`config.mk`:
```
export PLATFORM = sky130hd
export DESIGN_NAME = pixie_dma_scheduler
export DESIGN_NICKNAME = d
export VERILOG_FILES = /design/src/rtl/pixie_dma_scheduler.sv
export SDC_FILE = /design/constraint.sdc
export NUM_CORES = 1
export LEC_CHECK = 0
export CORE_ASPECT_RATIO = 0.6
export CORE_MARGIN = 2
export CORE_UTILIZATION = 55
export CTS_CLUSTER_DIAMETER = 80
export DETAILED_ROUTE_END_ITERATION = 8
export HOLD_SLACK_MARGIN = 0.05
export PLACE_DENSITY = 0.83
export SYNTH_ARGS = -nofsm -noshare
export SYNTH_HDL_FRONTEND = slang
export SYNTH_SLANG_ARGS = --single-unit
```
`constraint.sdc`:
```
create_clock -name clk -period 4.7 [get_ports clk]
set_input_delay 1.41 -clock clk [delete_from_list [all_inputs] [get_ports clk]]
set_output_delay 1.41 -clock clk [all_outputs]
set_load 0.05 [all_outputs]
```
`src/rtl/pixie_dma_scheduler.sv`:
```
`default_nettype none
// ============================================================================
// Module      : pixie_dma_scheduler
// Description : CDP1861-style display DMA sequencer for the Studio II Pixie
//               path. Counts line/frame timing in machine cycles, raises
//               DMAO request windows, captures DMA bytes into the 256-byte
//               frame-buffer write port and generates INT / EFx.
// Revision    : 1.0 - initial release
// ============================================================================
module pixie_dma_scheduler #(
  parameter int          LINE_CYCLES     = 14,
  parameter int          LINES_PER_FRAME = 262,
  parameter int          DISPLAY_START   = 64,
  parameter int          DISPLAY_END     = 192,
  parameter int          INT_LINE        = 62,
  parameter int          DMA_START_CYCLE = 2,
  parameter int          BYTES_PER_LINE  = 8,
  parameter int          LINE_REPEAT     = 4,
  parameter logic [15:0] START_ADDR      = 16'h0900
) (
  input  logic        clk,
  input  logic        reset,
  input  logic        clk_enable,
  input  logic [1:0]  SC,
  input  logic        disp_on,
  input  logic        disp_off,
  input  logic [7:0]  data_in,
  output logic        DMAO,
  output logic        INT,
  output logic        EFx,
  output logic [15:0] dma_addr,
  output logic        fb_we,
  output logic [7:0]  fb_waddr,
  output logic [7:0]  fb_wdata,
  output logic        frame_start,
  output logic        display_enabled,
  output logic        dma_underrun
);

  localparam int CW = $clog2(LINE_CYCLES);
  localparam int LW = $clog2(LINES_PER_FRAME);
  localparam int BW = $clog2(BYTES_PER_LINE + 1);

  localparam logic [CW-1:0] CYC_LAST   = CW'(LINE_CYCLES - 1);
  localparam logic [CW-1:0] CYC_DMA    = CW'(DMA_START_CYCLE);
  localparam logic [LW-1:0] LINE_LAST  = LW'(LINES_PER_FRAME - 1);
  localparam logic [LW-1:0] DISP_FIRST = LW'(DISPLAY_START);
  localparam logic [LW-1:0] DISP_STOP  = LW'(DISPLAY_END);
  localparam logic [LW-1:0] REPEAT     = LW'(LINE_REPEAT);
  localparam logic [LW-1:0] INT_FIRST  = LW'(INT_LINE);
  localparam logic [LW-1:0] INT_SECOND = LW'(INT_LINE + 1);
  localparam logic [LW-1:0] EF_TOP     = LW'(DISPLAY_START - 4);
  localparam logic [LW-1:0] EF_BOTTOM  = LW'(DISPLAY_END - 4);
  localparam logic [7:0]    ROW_BYTES  = 8'(BYTES_PER_LINE);
  localparam logic [BW-1:0] BYTE_LAST  = BW'(BYTES_PER_LINE - 1);

  typedef enum logic [1:0] {
    IDLE      = 2'd0,
    WAIT_LINE = 2'd1,
    REQUEST   = 2'd2,
    LINE_DONE = 2'd3
  } state_t;

  state_t        state, state_n;
  logic [CW-1:0] cyc, cyc_n;
  logic [LW-1:0] line, line_n;
  logic [BW-1:0] byte_cnt, cnt_n;
  logic [15:0]   addr_n;
  logic [7:0]    waddr_n, wdata_n;
  logic          en_n, en_fall, cyc_wrap, accept;
  logic          dmao_n, we_n, ur_n, int_n, efx_n, fs_n;

  // Row geometry of the current line; the line is stable for a whole request.
  logic [LW-1:0] rel, row;
  logic          fetch_line;
  logic [7:0]    row_base;

  assign rel        = line - DISP_FIRST;
  assign row        = rel / REPEAT;
  assign fetch_line = (line >= DISP_FIRST) && (line < DISP_STOP) && ((rel % REPEAT) == '0);
  assign row_base   = 8'(row) * ROW_BYTES;

  // Next-state, counter and output computation for one machine-cycle tick.
  always_comb begin
    state_n  = state;
    dmao_n   = DMAO;
    cnt_n    = byte_cnt;
    addr_n   = dma_addr;
    waddr_n  = fb_waddr;
    wdata_n  = fb_wdata;
    we_n     = 1'b0;
    ur_n     = 1'b0;
    accept   = (SC == 2'b10);

    // disp_on has priority over disp_off on the same tick.
    en_n     = disp_on ? 1'b1 : (disp_off ? 1'b0 : display_enabled);
    en_fall  = display_enabled && !en_n;

    cyc_wrap = (cyc == CYC_LAST);
    cyc_n    = cyc_wrap ? '0 : cyc + CW'(1);
    line_n   = cyc_wrap ? ((line == LINE_LAST) ? '0 : line + LW'(1)) : line;

    if (en_fall) begin
      // Abandon any partial row silently.
      state_n = IDLE;
      dmao_n  = 1'b1;
    end else begin
      case (state)
        IDLE: begin
          if (display_enabled) state_n = WAIT_LINE;
        end
        WAIT_LINE: begin
          if (!display_enabled) begin
            state_n = IDLE;
          end else if (cyc == CYC_DMA && fetch_line) begin
            state_n = REQUEST;
            dmao_n  = 1'b0;
            cnt_n   = '0;
            addr_n  = START_ADDR + {8'h00, row_base};
          end
        end
        REQUEST: begin
          if (accept) begin
            wdata_n = data_in;
            waddr_n = row_base + 8'(byte_cnt);
            we_n    = 1'b1;
            cnt_n   = byte_cnt + BW'(1);
            addr_n  = dma_addr + 16'd1;
          end
          if (accept && byte_cnt == BYTE_LAST) begin
            dmao_n  = 1'b1;
            state_n = LINE_DONE;
          end else if (cyc_wrap) begin
            // Line ended before the row completed; a byte taken now still counts.
            ur_n    = 1'b1;
            dmao_n  = 1'b1;
            state_n = LINE_DONE;
          end
        end
        LINE_DONE: begin
          if (!display_enabled) state_n = IDLE;
          else if (cyc == '0)   state_n = WAIT_LINE;
        end
        default: state_n = IDLE;
      endcase
    end

    int_n = en_n && (line_n == INT_FIRST || line_n == INT_SECOND);
    efx_n = !((line_n >= EF_TOP && line_n < DISP_FIRST) ||
              (line_n >= EF_BOTTOM && line_n < DISP_STOP));
    fs_n  = (line_n == '0) && (cyc_n == '0);
  end

  // FSM state register.
  always_ff @(posedge clk) begin
    if (reset)           state <= IDLE;
    else if (clk_enable) state <= state_n;
  end

  // Counters and registered outputs; strobes last exactly one clk.
  always_ff @(posedge clk) begin
    if (reset) begin
      cyc             <= '0;
      line            <= '0;
      byte_cnt        <= '0;
      display_enabled <= 1'b0;
      DMAO            <= 1'b1;
      INT             <= 1'b0;
      EFx             <= 1'b1;
      dma_addr        <= START_ADDR;
      fb_we           <= 1'b0;
      fb_waddr        <= 8'h00;
      fb_wdata        <= 8'h00;
      frame_start     <= 1'b0;
      dma_underrun    <= 1'b0;
    end else begin
      fb_we        <= 1'b0;
      frame_start  <= 1'b0;
      dma_underrun <= 1'b0;
      if (clk_enable) begin
        cyc             <= cyc_n;
        line            <= line_n;
        byte_cnt        <= cnt_n;
        display_enabled <= en_n;
        DMAO            <= dmao_n;
        INT             <= int_n;
        EFx             <= efx_n;
        dma_addr        <= addr_n;
        fb_we           <= we_n;
        fb_waddr        <= waddr_n;
        fb_wdata        <= wdata_n;
        frame_start     <= fs_n;
        dma_underrun    <= ur_n;
      end
    end
  end

endmodule
`default_nettype wire

```
==> results of run 1 <==
-- placed cells by master, fill, tap and decap left out, types with 3 or more instances in the layout --
cell type / n
a211oi_1: 3
a21oi_1: 36
a31oi_1: 4
and2_1: 3
and4b_1: 3
buf_4: 5
bufinv_16: 3
clkbuf_8: 9
clkdlybuf4s50_1: 53
dfxtp_1: 58
ha_1: 11
inv_1: 13
nand2_1: 55
nand2b_1: 3
nand3_1: 15
nand4_1: 9
nor2_1: 34
nor2b_1: 5
nor3_1: 9
nor3b_1: 3
nor4_1: 7
nor4b_1: 4
o21ai_0: 21
o31a_1: 5
o31ai_1: 5
or2_2: 3
or3_1: 10
xnor2_1: 11
xor2_1: 5
-- critical path: stages --
cell and delay (ns):
clkdlybuf4s50_1 0.44, nor2b_1 0.34, o21ai_0 0.28, or3_4 0.50, o31a_1 0.32, or3_1 0.33
-- cell families (layout without fill, tap and decap cells) --
group                    after synthesis  count (layout)  share of synthesized area (%)
flip-flops                            58              58                           37.4
buffers and inverters                 38              87                           5.08
XOR/XNOR                              16              16                           4.52
AO/OA/AOI/OAI                         94              94                           19.0
AND/OR/NAND/NOR                      177             177                           29.5
adder cells (fa/ha/maj)               11              11                           4.44
-- how the worst max path moves through the flow --
| stage | endpoint | slack (ns) |
|---|---|---|
| finish | dma_addr[11] | 1.31 |
| global route | dma_addr[11] | 1.21 |
| CTS | dma_addr[11] | 1.32 |
| floorplan | dma_addr[14] | 1.72 |
| global placement | dma_addr[11] | 1.03 |
| detailed placement | dma_addr[11] | 0.95 |
-- metal layers --
| layer | wire [um] | part of all wire, % | up-vias | global-route usage [%] |
|---|---|---|---|---|
| li1 | - | - | 1506 | - |
| met1 | 3570 | 47 | 1392 | 35.2 |
| met2 | 3250 | 43 | 129 | 37.2 |
| met3 | 673 | 8.9 | 11 | 7.55 |
| met4 | 92 | 1.2 | 0 | 8.28 |
| met5 | 0 | 0 | - | 0 |
-- layout make-up --
cell class	instances	area, um2
tap	69	86.3
fill	446	1620
inverter	13	48.8
multi-input combinational	298	1790
clock buffer	9	124
clock inverter	7	124
sequential	58	1160
timing repair buffer	58	568
-- power groups by stage --
stage                     Sequential [mW]  Combinational, mW  Clock [mW]
final                               0.520              0.163       0.574
after global routing                0.522              0.177       0.603
after CTS                           0.520              0.161       0.582
after detailed placement            0.530              0.159           0
after global placement              0.530              0.158           0
after floorplan                     0.545             0.0980           0
-- stage by stage --
step | cells | util [%] | setup WS (ns) | total power, mW | instance area (um2)
after floorplan | 394 | - | 1.72 | 0.643 | 3100
after global placement | 496 | 66.2 | 1.03 | 0.688 | 3650
after detailed placement | 496 | 66.2 | 0.948 | 0.690 | 3650
after CTS | 512 | 70.7 | 1.32 | 1.26 | 3900
after global routing | 512 | 70.7 | 1.21 | 1.30 | 3900
final | 512 | 70.7 | 1.31 | 1.26 | 3900
-- state kept, by name, indices dropped and copies added (netlist names) --
name and count:
cyc 4, fb_we 1, state 2, fb_wdata 8, line 9, frame_start 1, byte_cnt 4, dma_addr 16
dma_underrun 1, EFx 1, display_enabled 1, fb_waddr 8, DMAO 1, INT 1
==> results.sh, run 1 <==
export IMPL_fmax_ghz=0.295
export IMPL_cp_required_ns=4.93
export IMPL_drt_total_wl_mm=7.58
export IMPL_powerDensity_mw_per_mm2=322
export IMPL_tns_ns=0
export IMPL_slew_headroom_pct=53.3
export IMPL_yosys_area_top_type_share_pct=37.4
export IMPL_cp_start_kind="input port"
export IMPL_rows=21
export IMPL_cts_resized=0
export IMPL_async_reset_ff_share_pct=0
export IMPL_worstRegToRegCells=7
export IMPL_die_area_mm2=0.00627
export IMPL_synth_cell_types=58
export IMPL_root_buffer="clkbuf_8"
export IMPL_num_vias=3038
export IMPL_grt_usage_pct=25.2
export IMPL_grt_max_degree=43
export IMPL_power_frac_seq_pct=41.4
export IMPL_cts_num_sinks=58
export IMPL_comb_power_share_pct=13.0
export IMPL_drive_gt1_share_pct=7.00
export IMPL_min_to="fb_waddr[3]"
export IMPL_yosys_cell_count_top_type="dfxtp_1"
export IMPL_postCtsHoldBufs=0
export IMPL_synthToLayoutAreaGrowth_pct=25.8
export IMPL_synth_cell_area_mm2=0.00310
export IMPL_post_dp_hpwl_mm=5.08
export IMPL_setup_violations=0
export IMPL_synth_main_ff_cell="dfxtp_1"
export IMPL_post_cts_buffers=0
export IMPL_finClkSkew_ns=0.0117
export IMPL_holdPathStages=2
export IMPL_switchingPower_mw=0.336
export IMPL_swShare_pct=26.7
export IMPL_hp_start="fb_waddr[3]"
export IMPL_cts_tree="yes"
export IMPL_grt_pass1_wl_mm=12.6
export IMPL_path_class="in -> reg"
export IMPL_syn_area_per_cell_um2=7.87
export IMPL_finalMaxSlewViolations=0
export IMPL_power_leakage_nw=1.26
export IMPL_clk_transition_reported_paths_ns=0.07
export IMPL_drt_first_pass_iters=4
export IMPL_coreArea_mm2=0.00552
export IMPL_cp_max_fo=22
export IMPL_r2r_setup_slack_ns=1.99
export IMPL_fin_crit_sh_pct=72.2
export IMPL_rsz0062_at_grt="no"
export IMPL_viasPerCell=5.93
export IMPL_grt_pass1_vias=2723
export IMPL_synth_area_top_cells="dfxtp_1, nand2_1, a21oi_1, ha_1, nor2_1"
export IMPL_synth_edf_count=0
export IMPL_startpoint="SC[1]"
export IMPL_cts_max_level=3
export IMPL_fin_nets=464
export IMPL_p_int_mw=0.921
export IMPL_drtIter0Drc=296
export IMPL_drv_cap=0
export IMPL_ios=54
export IMPL_period_needed_ns=3.39
export IMPL_wire_per_inst_um=14.8
export IMPL_ys_warn_count=0
export IMPL_die_w_um=101
export IMPL_start_util_pct=56.2
export IMPL_insertion_delay_ns=0.35
export IMPL_ir_drop_mv=0.194
export IMPL_gp_congestion=0.884
export IMPL_synthCells=394
export IMPL_numPortBuffers=53
export IMPL_ys_seq_area_share_pct=37.4
export IMPL_n_antenna_cell=0
export IMPL_overflow=0
export IMPL_hold_viol_final=0
export IMPL_rr_endpoint="dma_addr[11]"
export IMPL_worst_slew_pin_slew_ns=0.698
export IMPL_numCtsBuffers=9
export IMPL_hold_slack_ns=0.452
export IMPL_synth_top_cell_by_area="dfxtp_1"
export IMPL_clock_path_buffers=2
export IMPL_ys_seq_elements=58
export IMPL_fp_dieH_um=62.2
export IMPL_clock_power_share_pct=45.6
export IMPL_syn_num_nets=420
export IMPL_drc=0
export IMPL_r2r_start="state[0]"
export IMPL_hold_path_class="reg -> reg"
export IMPL_detail_route_antenna_nets=0
export IMPL_synth_common_cells="dfxtp_1, nand2_1, a21oi_1"
export IMPL_worstSetupEndpointType="flip-flop"
export IMPL_worstPathArrival_ns=3.63
export IMPL_antenna_found_initial=0
export IMPL_status="complete, no violations"
Note: power is estimated with default switching activity, not from simulation.
==> run 2: changes to the inputs <==
CORE_UTILIZATION = 48   (was 55)
PLACE_DENSITY = 0.76   (was 0.83)
clock period = 3.02 ns   (was 4.7 ns; I/O delays follow)
==> run 2 against run 1 <==
Net effect:
- routed wire length up 4.6%
- via count up 0.49%
- critical path depth fell by 5
- flip-flop and latch count stayed put
- clock power rose by 39%
- clock skew shrank 0.0039 ns
- cell count grew 4.9%
- sequential power is 56% higher
- critical endpoint is now dma_addr[6]
- largest power group is now sequential cells
- highest routed layer unchanged
==> results.sh, run 2 (synthesized netlist as in run 1, its figures left out) <==
export IMPL_worst_slew_pin_slew_ns=0.589
export IMPL_ir_drop_mv=0.343
export IMPL_start_util_pct=50.3
export IMPL_overflow=0
export IMPL_fp_dieH_um=66.3
export IMPL_critPathBufInv=1
export IMPL_fin_nets=474
export IMPL_power_total_mw=1.88
export IMPL_top_regs="dma_addr (16), line (9)"
export IMPL_largest_reg_flops=16
export IMPL_startpoint="dma_addr[6]"
export IMPL_drv_cap=0
export IMPL_die_area_mm2=0.00714
export IMPL_insertion_delay_ns=0.34
export IMPL_cts_resized=0
export IMPL_path_class="reg -> out"
export IMPL_grt_pass1_vias=2733
export IMPL_post_cts_buffers=0
export IMPL_drt_total_wl_mm=7.93
export IMPL_r2r_start="line[7]"
export IMPL_holdPathStages=2
export IMPL_most_common_layout_cells="dfxtp_1, nand2_1, clkdlybuf4s50_1"
export IMPL_ios=54
export IMPL_antenna_found_initial=0
export IMPL_setup_slack_ns=0.380
export IMPL_power_leakage_nw=1.30
export IMPL_setup_violations=0
export IMPL_post_dp_hpwl_mm=5.59
export IMPL_cts_tree="yes"
export IMPL_detail_route_antenna_nets=0
export IMPL_clk_transition_reported_paths_ns=0.06
export IMPL_numPortBuffers=53
export IMPL_worstSetupEndpointType="primary output"
export IMPL_n_fill_cell=554
export IMPL_postCtsHoldBufs=0
export IMPL_numCtsBuffers=9
export IMPL_hold_slack_ns=0.452
export IMPL_worstSetupPathDepth=1
export IMPL_cts_num_sinks=58
export IMPL_die_w_um=108
export IMPL_cp_slowest_cell="clkdlybuf4s50_1"
export IMPL_wire_per_inst_um=14.8
export IMPL_coreArea_mm2=0.00617
export IMPL_fin_crit_sh_pct=87.4
export IMPL_root_buffer="clkbuf_8"
export IMPL_drc=0
export IMPL_path_delay_family="buffers and inverters"
export IMPL_powerDensity_mw_per_mm2=474
export IMPL_period_needed_ns=2.64
export IMPL_worst_path_largest_cell_delay_ns=0.89
export IMPL_drtIter0Drc=192
export IMPL_grt_pass1_wl_mm=13.0
export IMPL_viasPerCell=5.69
export IMPL_drive_gt1_share_pct=8.83
export IMPL_cts_max_level=3
export IMPL_finClkSkew_ns=0.00780
export IMPL_grt_usage_pct=23.4
export IMPL_hold_path_class="reg -> reg"
export IMPL_hp_start="fb_wdata[1]"
export IMPL_status="complete, no violations"
export IMPL_largest_register="dma_addr"
export IMPL_num_vias=3053
export IMPL_fmax_ghz=0.379
export IMPL_synthToLayoutAreaGrowth_pct=27.9
export IMPL_finalMaxSlewViolations=0
export IMPL_worstPathArrival_ns=1.73
export IMPL_crit_chain="clkdlybuf4s50_1"
export IMPL_place_ws_ns=0.110
export IMPL_rsz0062_at_grt="no"
export IMPL_slew_headroom_pct=60.3
export IMPL_n_antenna_cell=0
export IMPL_rows=22
export IMPL_worstRegToRegCells=5
export IMPL_cp_required_ns=2.11
export IMPL_clock_path_buffers=2
export IMPL_gp_congestion=0.936
export IMPL_cp_max_fo=9
export IMPL_tns_ns=0
export IMPL_layout_commonest_cell="dfxtp_1"
export IMPL_grt_max_degree=42
export IMPL_drt_first_pass_iters=5
export IMPL_hold_viol_final=0
export IMPL_cp_start_kind="flip-flop"
-- run 2: changes by cell type in the layout (fill, tap and decap cells not counted) --
cell and delta:
buf_4 +10, clkinv_4 -1, clkinv_2 +2, clkbuf_1 +1, inv_6 -2, bufinv_16 -1
clkbuf_8 +1
-- run 2: final timing paths --
path / endpoint / slack, ns
setup / recovery: dma_addr[6] / 0.38
setup reg to reg: dma_addr[11] / 0.64
hold / removal: fb_wdata[1] / 0.45
hold reg to reg: fb_wdata[1] / 0.45
-- run 2: area by class of cell --
cell class / instances / area, um2 / share of cell area (%)
multi-input cells: 298 / 1790 / 45.1
flip-flops and latches: 58 / 1160 / 29.3
repair buffers: 68 / 643 / 16.2
clock buffers: 11 / 141 / 3.56
well taps: 84 / 105 / 2.65
clock inverters: 5 / 77.6 / 1.96
inverters: 13 / 48.8 / 1.23
-- run 2: worst reg2reg max path, delay by kind of cell (launching register included) --
family	cells	cell delay, ns
xor gates and xnor gates	1	0.20
DFF	1	0.52
and+or+nand+nor	2	0.82
AOI/OAI and AO/OA	2	0.74
-- run 2: power breakdown --
part	internal (mW)	leakage, nW	switching, mW	total [mW]
clock network	0.484	0.109	0.312	0.796
logic	0.110	0.719	0.163	0.273
registers	0.784	0.468	0.0260	0.810
total	1.38	1.30	0.500	1.88
-- run 2: per-layer routing --
layer	GRT usage [%]	up-vias	routed length (um)
met2	35.3	125	3280
li1	-	1523	-
met5	0	-	0
met1	31.8	1390	3830
met3	7.39	15	689
met4	7.85	0	125
-- run 2: stage by stage --
step / utilization (%) / instances / instance area (um2)
after floorplan: - / 394 / 3100
after global placement: 60.8 / 521 / 3750
after detailed placement: 60.8 / 521 / 3750
after CTS: 64.3 / 537 / 3970
after global routing: 64.3 / 537 / 3970
final: 64.3 / 537 / 3970
==> run 3: changes to the inputs <==
ABC_CLOCK_PERIOD_IN_PS = 3020   (was not set)
CELL_PAD_IN_SITES_DETAIL_PLACEMENT = 1   (was not set)
CELL_PAD_IN_SITES_GLOBAL_PLACEMENT = 2   (was not set)
CORE_UTILIZATION = 28   (was 48)
PLACE_DENSITY = 0.77   (was 0.76)
==> run 3 against run 2 <==
Net effect:
- critical path depth rose by 5
- routed wire length is 23% higher
- largest cell class unchanged
- final area is 5.2% higher
- hold slack gained 0.0021 ns
- first-iteration DRC count rose by 11%
==> results.sh, run 3 (synthesized netlist as in run 1, its figures left out) <==
export IMPL_finalMaxSlewViolations=0
export IMPL_fin_nets=478
export IMPL_synthToLayoutAreaGrowth_pct=34.6
export IMPL_worst_slew_pin_slew_ns=0.566
export IMPL_viasPerCell=5.17
export IMPL_status="complete, no violations"
export IMPL_coreArea_mm2=0.0107
export IMPL_antenna_found_initial=0
export IMPL_hold_path_class="reg -> reg"
export IMPL_largest_register="dma_addr"
export IMPL_most_common_layout_cells="dfxtp_1, nand2_1, clkdlybuf4s50_1"
export IMPL_drt_total_wl_mm=9.72
export IMPL_die_w_um=140
export IMPL_placed_cells=580
export IMPL_start_util_pct=29.1
export IMPL_drtIter0Drc=214
export IMPL_drt_first_pass_iters=4
export IMPL_finClkSkew_ns=0.00615
export IMPL_hold_viol_final=0
export IMPL_cts_max_level=3
export IMPL_post_dp_hpwl_mm=7.11
export IMPL_drive_gt1_share_pct=9.85
export IMPL_worstRegToRegCells=7
export IMPL_fmax_ghz=0.382
export IMPL_period_needed_ns=2.62
export IMPL_r2r_start="line[0]"
export IMPL_die_area_mm2=0.0120
export IMPL_grt_pass1_wl_mm=15.9
export IMPL_fin_crit_sh_pct=86.8
export IMPL_worstSetupEndpointType="flip-flop"
export IMPL_numPortBuffers=53
export IMPL_fin_util_pct=39.1
export IMPL_root_buffer="clkbuf_16"
export IMPL_setup_violations=0
export IMPL_postCtsHoldBufs=0
export IMPL_num_vias=3082
export IMPL_grt_usage_pct=16.9
export IMPL_power_leakage_nw=1.36
export IMPL_endpoint="dma_addr[11]"
export IMPL_r2r_setup_slack_ns=0.60
export IMPL_powerDensity_mw_per_mm2=535
export IMPL_holdPathStages=2
export IMPL_fp_dieH_um=85.5
export IMPL_cp_required_ns=3.24
export IMPL_layout_commonest_cell="dfxtp_1"
export IMPL_worstPathArrival_ns=2.84
export IMPL_numCtsBuffers=9
export IMPL_n_fill_cell=1263
export IMPL_post_cts_buffers=0
export IMPL_startpoint="SC[1]"
export IMPL_wire_per_inst_um=16.3
export IMPL_largest_reg_flops=16
export IMPL_insertion_delay_ns=0.34
export IMPL_gp_congestion=0.778
export IMPL_detail_route_antenna_nets=0
export IMPL_path_class="in -> reg"
export IMPL_final_cells=596
export IMPL_overflow=0
export IMPL_ir_drop_mv=0.281
export IMPL_cts_tree="yes"
export IMPL_cp_start_kind="input port"
export IMPL_clk_transition_reported_paths_ns=0.06
export IMPL_cts_resized=0
export IMPL_grt_pass1_vias=2966
export IMPL_cp_max_fo=11
export IMPL_n_antenna_cell=0
export IMPL_top_regs="dma_addr (16), line (9)"
export IMPL_drv_cap=0
export IMPL_cts_num_sinks=58
export IMPL_tns_ns=0
export IMPL_clock_path_buffers=2
export IMPL_slew_headroom_pct=62.3
export IMPL_drc=0
export IMPL_ios=54
export IMPL_rr_endpoint="dma_addr[11]"
export IMPL_grt_max_degree=42
export IMPL_rsz0062_at_grt="no"
export IMPL_rows=29
==> run 3: report_power, final <==
group          internal (mW)  total [mW]  switching [mW]
Combinational          0.117       0.293           0.176
Clock                  0.728        1.13           0.399
Sequential             0.784       0.811          0.0266
Total                   1.63        2.23           0.601
==> run 3: layer usage <==
layer	share of wire [%]	routed length (um)	global-route usage, %	vias up
met2	41	3980	23.7	73
met4	0.50	49	4.91	0
met1	53	5130	24.7	1480
met5	0	0	0	-
li1	-	-	-	1524
met3	5.8	563	5.08	5
==> run 3: worst min-delay path by stage <==
stage | from | end | slack [ns]
3_3_place_gp | fb_wdata[0] | fb_wdata[0] | 0.44
5_1_grt | fb_waddr[4] | fb_waddr[4] | 0.47
6_report | fb_waddr[2] | fb_waddr[2] | 0.45
2_1_floorplan | byte_cnt[2] | fb_waddr[2] | 0.46
3_5_place_dp | fb_waddr[4] | fb_waddr[4] | 0.45
4_1_cts | fb_waddr[4] | fb_waddr[4] | 0.46
==> run 3: critical path, cell delays in order <==
cell and delay [ns]:
clkdlybuf4s50_1 0.45, nor2b_1 0.26, o21ai_0 0.16, or3_4 0.42, o31a_1 0.31, or3_1 0.33
==> run 3: cell type report <==
cell class	instances	area [um2]	area share, %
Timing Repair Buffer	72	673	16.1
Clock buffer	9	225	5.40
Clock inverter	7	101	2.43
Sequential cell	58	1160	27.8
Tap cell	139	174	4.17
Inverter	13	48.8	1.17
Multi-Input combinational cell	298	1790	42.9
==> run 3: stage by stage <==
step	power (mW)	area [um2]	hold slack (ns)	setup WS (ns)
5_1_grt	2.33	4170	0.472	0.297
4_1_cts	2.26	4170	0.456	0.390
3_5_place_dp	1.12	3850	0.449	0.0529
3_3_place_gp	1.11	3850	0.442	0.0687
2_1_floorplan	1.00	3100	0.459	0.548
6_report	2.23	4170	0.455	0.400
